==> config.mk <==
export PLATFORM = sky130hd
export DESIGN_NAME = frameblock_scanout
export DESIGN_NICKNAME = d
export VERILOG_FILES = /design/src/rtl/frameblock_pkg.sv /design/src/rtl/frameblock_skid.sv /design/src/rtl/frameblock_scanout.sv
export SDC_FILE = /design/constraint.sdc
export NUM_CORES = 1
export LEC_CHECK = 0
export BUFFER_PORTS_ARGS = -buffer_cell sky130_fd_sc_hd__buf_2
export CAP_MARGIN = 20
export CORE_MARGIN = 3
export CORE_UTILIZATION = 53
export CTS_CLUSTER_DIAMETER = 40
export DETAILED_ROUTE_END_ITERATION = 8
export GPL_TIMING_DRIVEN = 0
export HOLD_SLACK_MARGIN = 0.1
export PLACE_DENSITY_LB_ADDON = 0.1
export SLEW_MARGIN = 20
export SYNTH_ARGS = -nofsm -noshare
export SYNTH_HDL_FRONTEND = slang
export SYNTH_SLANG_ARGS = --single-unit
==> constraint.sdc <==
create_clock -name clk -period 3 [get_ports clk]
set_clock_uncertainty 0.1 [all_clocks]
set_input_delay 0.45 -clock clk [delete_from_list [all_inputs] [get_ports clk]]
set_output_delay 0.45 -clock clk [all_outputs]
set_load 0.03 [all_outputs]
==> src/rtl/frameblock_pkg.sv <==
// Shared constants, state encoding and coordinate helper for the frameblock
// display-side scanout logic.
package frameblock_pkg;

   localparam int BLOCK_DIM   = 32;
   localparam int BLOCK_WORDS = 1024;
   localparam int ID_W        = 7;
   localparam int ADDR_W      = 10;
   localparam int PIX_W       = 16;
   localparam int HDR_WORDS   = 4;

   typedef enum logic [2:0] {
      ST_IDLE = 3'd0,
      ST_HDR  = 3'd1,
      ST_PIX  = 3'd2,
      ST_NEXT = 3'd3,
      ST_HOLD = 3'd4
   } scan_state_e;

   // Pixel origin of a block column/row index on the panel.
   function automatic logic [PIX_W-1:0] block_origin(input int blk);
      return PIX_W'(blk * BLOCK_DIM);
   endfunction

endpackage

==> src/rtl/frameblock_skid.sv <==
// Two-entry valid/ready skid buffer. The head entry drives the stream output
// directly from a register; the free-slot count lets the producer decide
// whether a read issued now can still be absorbed when its data lands.
module frameblock_skid
   import frameblock_pkg::*;
#(
   parameter int W = PIX_W + 1
) (
   input  logic         clk,
   input  logic         rst_n,
   input  logic         in_valid_i,
   input  logic [W-1:0] in_data_i,
   output logic         in_ready_o,
   output logic         out_valid_o,
   output logic [W-1:0] out_data_o,
   input  logic         out_ready_i,
   output logic [1:0]   free_o
);

   logic [1:0]   occ_q, occ_d;
   logic [W-1:0] head_q, head_d;
   logic [W-1:0] tail_q, tail_d;
   logic         push_s, pop_s;

   assign out_valid_o = (occ_q != 2'd0);
   assign out_data_o  = head_q;
   assign in_ready_o  = (occ_q != 2'd2) || out_ready_i;
   assign free_o      = 2'd2 - occ_q;
   assign push_s      = in_valid_i && in_ready_o;
   assign pop_s       = out_valid_o && out_ready_i;

   // Next-state of the two entries for every push/pop combination.
   always_comb begin
      occ_d  = occ_q;
      head_d = head_q;
      tail_d = tail_q;
      case ({push_s, pop_s})
         2'b10: begin
            case (occ_q)
               2'd0: begin
                  head_d = in_data_i;
                  occ_d  = 2'd1;
               end
               2'd1: begin
                  tail_d = in_data_i;
                  occ_d  = 2'd2;
               end
               default: occ_d = occ_q;
            endcase
         end
         2'b01: begin
            case (occ_q)
               2'd2: begin
                  head_d = tail_q;
                  occ_d  = 2'd1;
               end
               2'd1: occ_d = 2'd0;
               default: occ_d = occ_q;
            endcase
         end
         2'b11: begin
            case (occ_q)
               2'd1: head_d = in_data_i;
               2'd2: begin
                  head_d = tail_q;
                  tail_d = in_data_i;
               end
               default: occ_d = occ_q;
            endcase
         end
         default: occ_d = occ_q;
      endcase
   end

   // Entry and occupancy registers.
   always_ff @(posedge clk or negedge rst_n) begin
      if (!rst_n) begin
         occ_q  <= 2'd0;
         head_q <= '0;
         tail_q <= '0;
      end else begin
         occ_q  <= occ_d;
         head_q <= head_d;
         tail_q <= tail_d;
      end
   end

endmodule

==> src/rtl/frameblock_scanout.sv <==
// Display-side sequencer: waits for a finished block, emits its 4-word screen
// window header and 1024 pixels over a valid/ready stream, then releases the
// display buffer. Pixel reads are issued only when the skid buffer is known to
// have room when the 1-cycle-late read data arrives.
module frameblock_scanout
   import frameblock_pkg::*;
#(
   parameter int BLOCKS_X = 10,
   parameter int BLOCKS_Y = 8
) (
   input  logic              clk,
   input  logic              rst_n,
   input  logic              enable,
   input  logic [PIX_W-1:0]  display_rddata,
   output logic [ADDR_W-1:0] display_rdaddr,
   input  logic [ID_W-1:0]   display_id,
   input  logic              display_ready,
   output logic              display_next,
   output logic [PIX_W-1:0]  out_data,
   output logic              out_cmd,
   output logic              out_valid,
   input  logic              out_ready,
   output logic              busy,
   output logic [7:0]        skip_count
);

   localparam int NUM_BLOCKS = BLOCKS_X * BLOCKS_Y;

   scan_state_e       state_q, state_d;
   logic [1:0]        hdr_idx_q, hdr_idx_d;
   logic [PIX_W-1:0]  x0_q, x0_d, y0_q, y0_d;
   logic [ADDR_W:0]   issue_cnt_q, issue_cnt_d;
   logic [ADDR_W-1:0] pix_cnt_q, pix_cnt_d;
   logic              pend_q;
   logic [7:0]        skip_q, skip_d;
   logic              next_q, busy_q;

   logic              id_valid_s;
   logic [PIX_W-1:0]  x0_s, y0_s, hdr_word_s, hdr_data_s;
   logic              start_s, hdr_push_s, issue_win_s, issue_s, room_s;
   logic              push_valid_s;
   logic [PIX_W:0]    push_word_s;
   logic              skid_in_ready_s, skid_valid_s, pop_s;
   logic [PIX_W:0]    skid_out_s;
   logic [1:0]        free_s;

   assign id_valid_s = (int'(display_id) < NUM_BLOCKS);
   assign x0_s       = block_origin(int'(display_id) % BLOCKS_X);
   assign y0_s       = block_origin(int'(display_id) / BLOCKS_X);
   assign pop_s      = skid_valid_s && out_ready;

   // Header words after the first one come from the latched window origin.
   always_comb begin
      case (hdr_idx_q)
         2'd1:    hdr_word_s = x0_q + 16'd31;
         2'd2:    hdr_word_s = y0_q;
         2'd3:    hdr_word_s = y0_q + 16'd31;
         default: hdr_word_s = x0_q;
      endcase
   end

   // Scanout FSM, header sequencing, read issue and pixel handshake counting.
   always_comb begin
      state_d     = state_q;
      hdr_idx_d   = hdr_idx_q;
      x0_d        = x0_q;
      y0_d        = y0_q;
      pix_cnt_d   = pix_cnt_q;
      skip_d      = skip_q;
      start_s     = 1'b0;
      hdr_push_s  = 1'b0;
      hdr_data_s  = 16'd0;
      issue_win_s = 1'b0;
      case (state_q)
         ST_IDLE: begin
            if (enable && display_ready) begin
               if (id_valid_s) begin
                  // First header word goes straight from the incoming id.
                  x0_d       = x0_s;
                  y0_d       = y0_s;
                  hdr_push_s = 1'b1;
                  hdr_data_s = x0_s;
                  hdr_idx_d  = 2'd1;
                  pix_cnt_d  = '0;
                  start_s    = 1'b1;
                  state_d    = ST_HDR;
               end else begin
                  skip_d  = skip_q + 8'd1;
                  state_d = ST_NEXT;
               end
            end else begin
               state_d = ST_IDLE;
            end
         end
         ST_HDR: begin
            if (skid_in_ready_s) begin
               hdr_push_s = 1'b1;
               hdr_data_s = hdr_word_s;
               hdr_idx_d  = hdr_idx_q + 2'd1;
               if (hdr_idx_q == 2'(HDR_WORDS - 1)) begin
                  // Prefetch pixel 0 alongside the last header word.
                  issue_win_s = 1'b1;
                  state_d     = ST_PIX;
               end else begin
                  state_d = ST_HDR;
               end
            end else begin
               state_d = ST_HDR;
            end
         end
         ST_PIX: begin
            issue_win_s = 1'b1;
            if (pop_s && !skid_out_s[PIX_W]) begin
               pix_cnt_d = pix_cnt_q + 10'd1;
               if (pix_cnt_q == ADDR_W'(BLOCK_WORDS - 1)) begin
                  state_d = ST_NEXT;
               end else begin
                  state_d = ST_PIX;
               end
            end else begin
               state_d = ST_PIX;
            end
         end
         ST_NEXT: state_d = ST_HOLD;
         ST_HOLD: state_d = ST_IDLE;
         default: state_d = ST_IDLE;
      endcase

      // Landing read data and header words never coincide.
      push_valid_s = hdr_push_s || pend_q;
      push_word_s  = pend_q ? {1'b0, display_rddata} : {1'b1, hdr_data_s};
      // A read issued now lands next cycle; it needs a free slot then.
      room_s  = ({1'b0, free_s} + {2'b00, pop_s}) >= ({2'b00, push_valid_s} + 3'd1);
      issue_s = issue_win_s && !issue_cnt_q[ADDR_W] && room_s;
      issue_cnt_d = start_s ? '0 : (issue_cnt_q + {{ADDR_W{1'b0}}, issue_s});
   end

   // State, counters and registered status outputs.
   always_ff @(posedge clk or negedge rst_n) begin
      if (!rst_n) begin
         state_q     <= ST_IDLE;
         hdr_idx_q   <= 2'd0;
         x0_q        <= 16'd0;
         y0_q        <= 16'd0;
         issue_cnt_q <= '0;
         pix_cnt_q   <= '0;
         pend_q      <= 1'b0;
         skip_q      <= 8'd0;
         next_q      <= 1'b0;
         busy_q      <= 1'b0;
      end else begin
         state_q     <= state_d;
         hdr_idx_q   <= hdr_idx_d;
         x0_q        <= x0_d;
         y0_q        <= y0_d;
         issue_cnt_q <= issue_cnt_d;
         pix_cnt_q   <= pix_cnt_d;
         pend_q      <= issue_s;
         skip_q      <= skip_d;
         next_q      <= (state_d == ST_NEXT);
         busy_q      <= (state_d != ST_IDLE);
      end
   end

   frameblock_skid #(
      .W(PIX_W + 1)
   ) u_skid (
      .clk        (clk),
      .rst_n      (rst_n),
      .in_valid_i (push_valid_s),
      .in_data_i  (push_word_s),
      .in_ready_o (skid_in_ready_s),
      .out_valid_o(skid_valid_s),
      .out_data_o (skid_out_s),
      .out_ready_i(out_ready),
      .free_o     (free_s)
   );

   assign display_rdaddr = issue_cnt_q[ADDR_W-1:0];
   assign display_next   = next_q;
   assign busy           = busy_q;
   assign skip_count     = skip_q;
   assign out_valid      = skid_valid_s;
   assign out_cmd        = skid_out_s[PIX_W];
   assign out_data       = skid_out_s[PIX_W-1:0];

endmodule

==> impl_metrics.tcl <==
set metrics [dict create \
    htreeDepth 3 \
    clkLatencyLatePin_ps 350 \
    die_area_um2 10900 \
    synthTopCellsByArea "dfrtp_1 (43%), a21oi_1 (5.2%), ha_1 (4.9%), nand2_1 (4.5%), nor2_1 (4.5%)" \
    synthCells 560 \
    synth_top_family_by_area "simple AND/OR/NAND/NOR gates" \
    cts_sinks 88 \
    start_kind "flop" \
    ios 66 \
    clockBufferDepth 2 \
    avgSynthCellArea_um2 9.18 \
    hold_path.class "in -> reg" \
    viasPerCell 5.49 \
    yosysSeqAreaShare_pct 42.8 \
    yosysTopAreaCellShare_pct 42.8 \
    wl_per_cell_um 14.9 \
    synthTopCellsByCount "dfrtp_1 (88), nand2_1 (61), nor2_1 (61)" \
    synth_seq_cells 88 \
    grt_pass1_wl_um 20100 \
    drt-total-wl_um 12000 \
    yosys.area_share.adder_pct 5.26 \
    grt_pass1_vias 4331 \
    cp_cell_sequence "inv_2 > ha_2 > inv_2 > nand2_4 > inv_2 > ha_4 > fa_1 > a31oi_2 > nor3b_2 > ha_2 > buf_4 > nand3_2 > nor2_4 > nand3_1 > xor2_1 > nor2_1" \
    fmax_ghz 0.334 \
    die_w_um 104 \
    slowest_stage "fa_1" \
    grt_usage_pct 22.2 \
    io_buffers 64 \
    cpPeakStageDelay_ps 550 \
    synth_flop_cell "dfrtp_1" \
    leakage_nw 3.03 \
    synthSimpleGateAreaFrac_pct 20.9 \
    synthMuxAreaShare_pct 3.24 \
    setup_viol 0 \
    dp.cells 754 \
    syn_nets 609 \
    async_reset_ff_share_pct 100 \
    fin_crit_ps 2990 \
    num_rows 35 \
    overflow 0 \
    arrival_ps 3110 \
    cts_root_buffer "clkbuf_8" \
    fin_nets 723 \
    cp_top_family "adder cells" \
    critical_path.max_fanout 4 \
    diodes 0 \
    cts_buffers 9 \
    drive_gt1_share_pct 33.1 \
    coreArea_um2 9330 \
    rsz0062_at_grt "yes" \
    synth_most_common_cell "dfrtp_1" \
    die_h_um 104 \
    cp_num_buf_inv 4 \
    grt_max_degree 58 \
    required_ps 3120 \
    dp_hpwl_um 8450 \
    ir_drop_v 0.000533 \
    status "finished, final reports clean" \
    drcViolationCount 0 \
    hold_viol 0 \
    synth_edf_count 0 \
    yosys_warnings 0 \
    slew_headroom_pct 38.5 \
    end_kind "flop" \
    cts_tree "yes" \
    antenna_found_initial 0 \
    max_cap_viol_count 0 \
    synth_compound_area_share_pct 18.3 \
    netlist_area_um2 5140 \
    worst_path_most_repeated_cell "inv_2" \
    start_util_pct 55.1 \
    vias 4439 \
    drt_iter0_drc 187 \
    tightestPinTransition_ps 920 \
    finalCritPeriodShare_pct 99.8 \
    clkTransAtPathRegs_ps 90 \
    area_growth_pct 27.2 \
    drv_slew 0 \
    synthDistinctLibCells 75 \
    finalPower_mw 5.53 \
    yosysTopAreaCell "dfrtp_1" \
    final_cells 808 \
    synth-xor-area-share_pct 3.92 \
    p_per_area_nw_per_um2 846 \
    r2r_setup_slack_ps 6 \
    drt-pass1-iter-count 5 \
    ant_nets 0 \
    crit_type "reg -> reg" \
    gp_congestion 0.909 \
]
[metal layers]
| layer | vias up | global-route usage, % | routed length, um |
|---|---|---|---|
| li1 | 2184 | - | - |
| met1 | 2118 | 29.3 | 5320 |
| met2 | 119 | 37.4 | 6010 |
| met3 | 18 | 3.66 | 527 |
| met4 | 0 | 6.46 | 191 |
| met5 | - | 0 | 0 |
[cells by family after synthesis]
family | Yosys count
AOI/OAI and AO/OA | 142
xor gates and xnor gates | 23
adders and majority gates | 21
buffers and inverters | 58
DFF | 88
muxes | 15
and+or+nand+nor | 213
[tightest hold or removal path: stages]
cell and delay [ps]:
buf_2 90, nand2_1 60, nand2_1 60
[what timing repair did]
item / CTS / global route
gates resized for setup: 24 / 48
hold buffers: 1 / 0
gates cloned: 0 / 0
endpoints found under the hold margin: 31 / 0
setup buffers: 23 / 15
pin swaps: 18 / 24
endpoints found under the setup margin: 42 / 40
[state kept, by name, summed over array words and instances, names as in the netlist]
signal,flops
busy,1
display_next,1
hdr_idx_q,2
issue_cnt_q,11
pend_q,1
pix_cnt_q,10
skip_count,8
state_q,3
u_skid.occ_q,2
u_skid.out_data_o,17
u_skid.tail_q,17
x0_q,11
y0_q,4
[final cells by class]
cell class / instances / area (um2)
Buffer: 35 / 231
Clock buffer: 10 / 138
Clock inverter: 6 / 97.6
Fill cell: 748 / 2790
Inverter: 22 / 85.1
Multi-Input combinational cell: 414 / 2950
Sequential cell: 88 / 2200
Tap cell: 129 / 161
Timing Repair Buffer: 104 / 668
[cell usage in the layout, fill, tap and decap left out, drive strengths merged, types with 2 or more instances in the layout]
cell and count:
o31ai 4, a21oi 53, nand2 61, clkbuf 27
nor2 63, o21ai 28, nor2b 16, dfrtp 88
a21o 5, a31oi 7, nor3b 3, and3 5
or3 7, a221o 2, bufinv 2, o22ai 5
ha 20, xnor2 13, o211ai 6, nand4b 4
and2b 2, nand2b 6, buf 121, a211oi 3
nor3 7, inv 25, o21a 2, mux2i 5
o221ai 2, o311ai 2, a221oi 3, mux2 10
a22oi 11, nand4 9, and2 3, or2 3
xor2 10, nand3 16
[path summary, 6_finish.rpt]
| kind | depth (start not counted) | start | end |
|---|---|---|---|
| max | 16 | u_skid.occ_q[1] | issue_cnt_q[9] |
| min | 3 | display_id[0] | x0_q[5] |
| max reg2reg | 16 | u_skid.occ_q[1] | issue_cnt_q[9] |
| min reg2reg | 1 | skip_count[7] | skip_count[7] |
| max in group asynchronous | 3 | rst_n | y0_q[5] |
| min in group asynchronous | 2 | rst_n | issue_cnt_q[5] |
[per-stage QoR]
step                instance area (um2)  setup WS, ps  setup TNS, ps  hold WS, ps  util [%]
floorplan                          5260          -282          -1230         54.4         -
global placement                   5740          -672         -20380          356      61.5
detailed placement                 5770          -747         -23540          317      61.8
CTS                                6260          2.02              0          242      67.1
global route                       6540          -150           -968          263      70.1
finish                             6540          6.30              0          254      70.1
[where the power goes]
part           switching [mW]  leakage, nW  internal, mW  total, mW
clock network           0.446        0.119         0.505      0.951
logic                    1.61         1.79          1.19       2.80
registers               0.248         1.12          1.53       1.78
total                    2.30         3.03          3.23       5.53
Note: power is estimated with default switching activity, not from simulation.
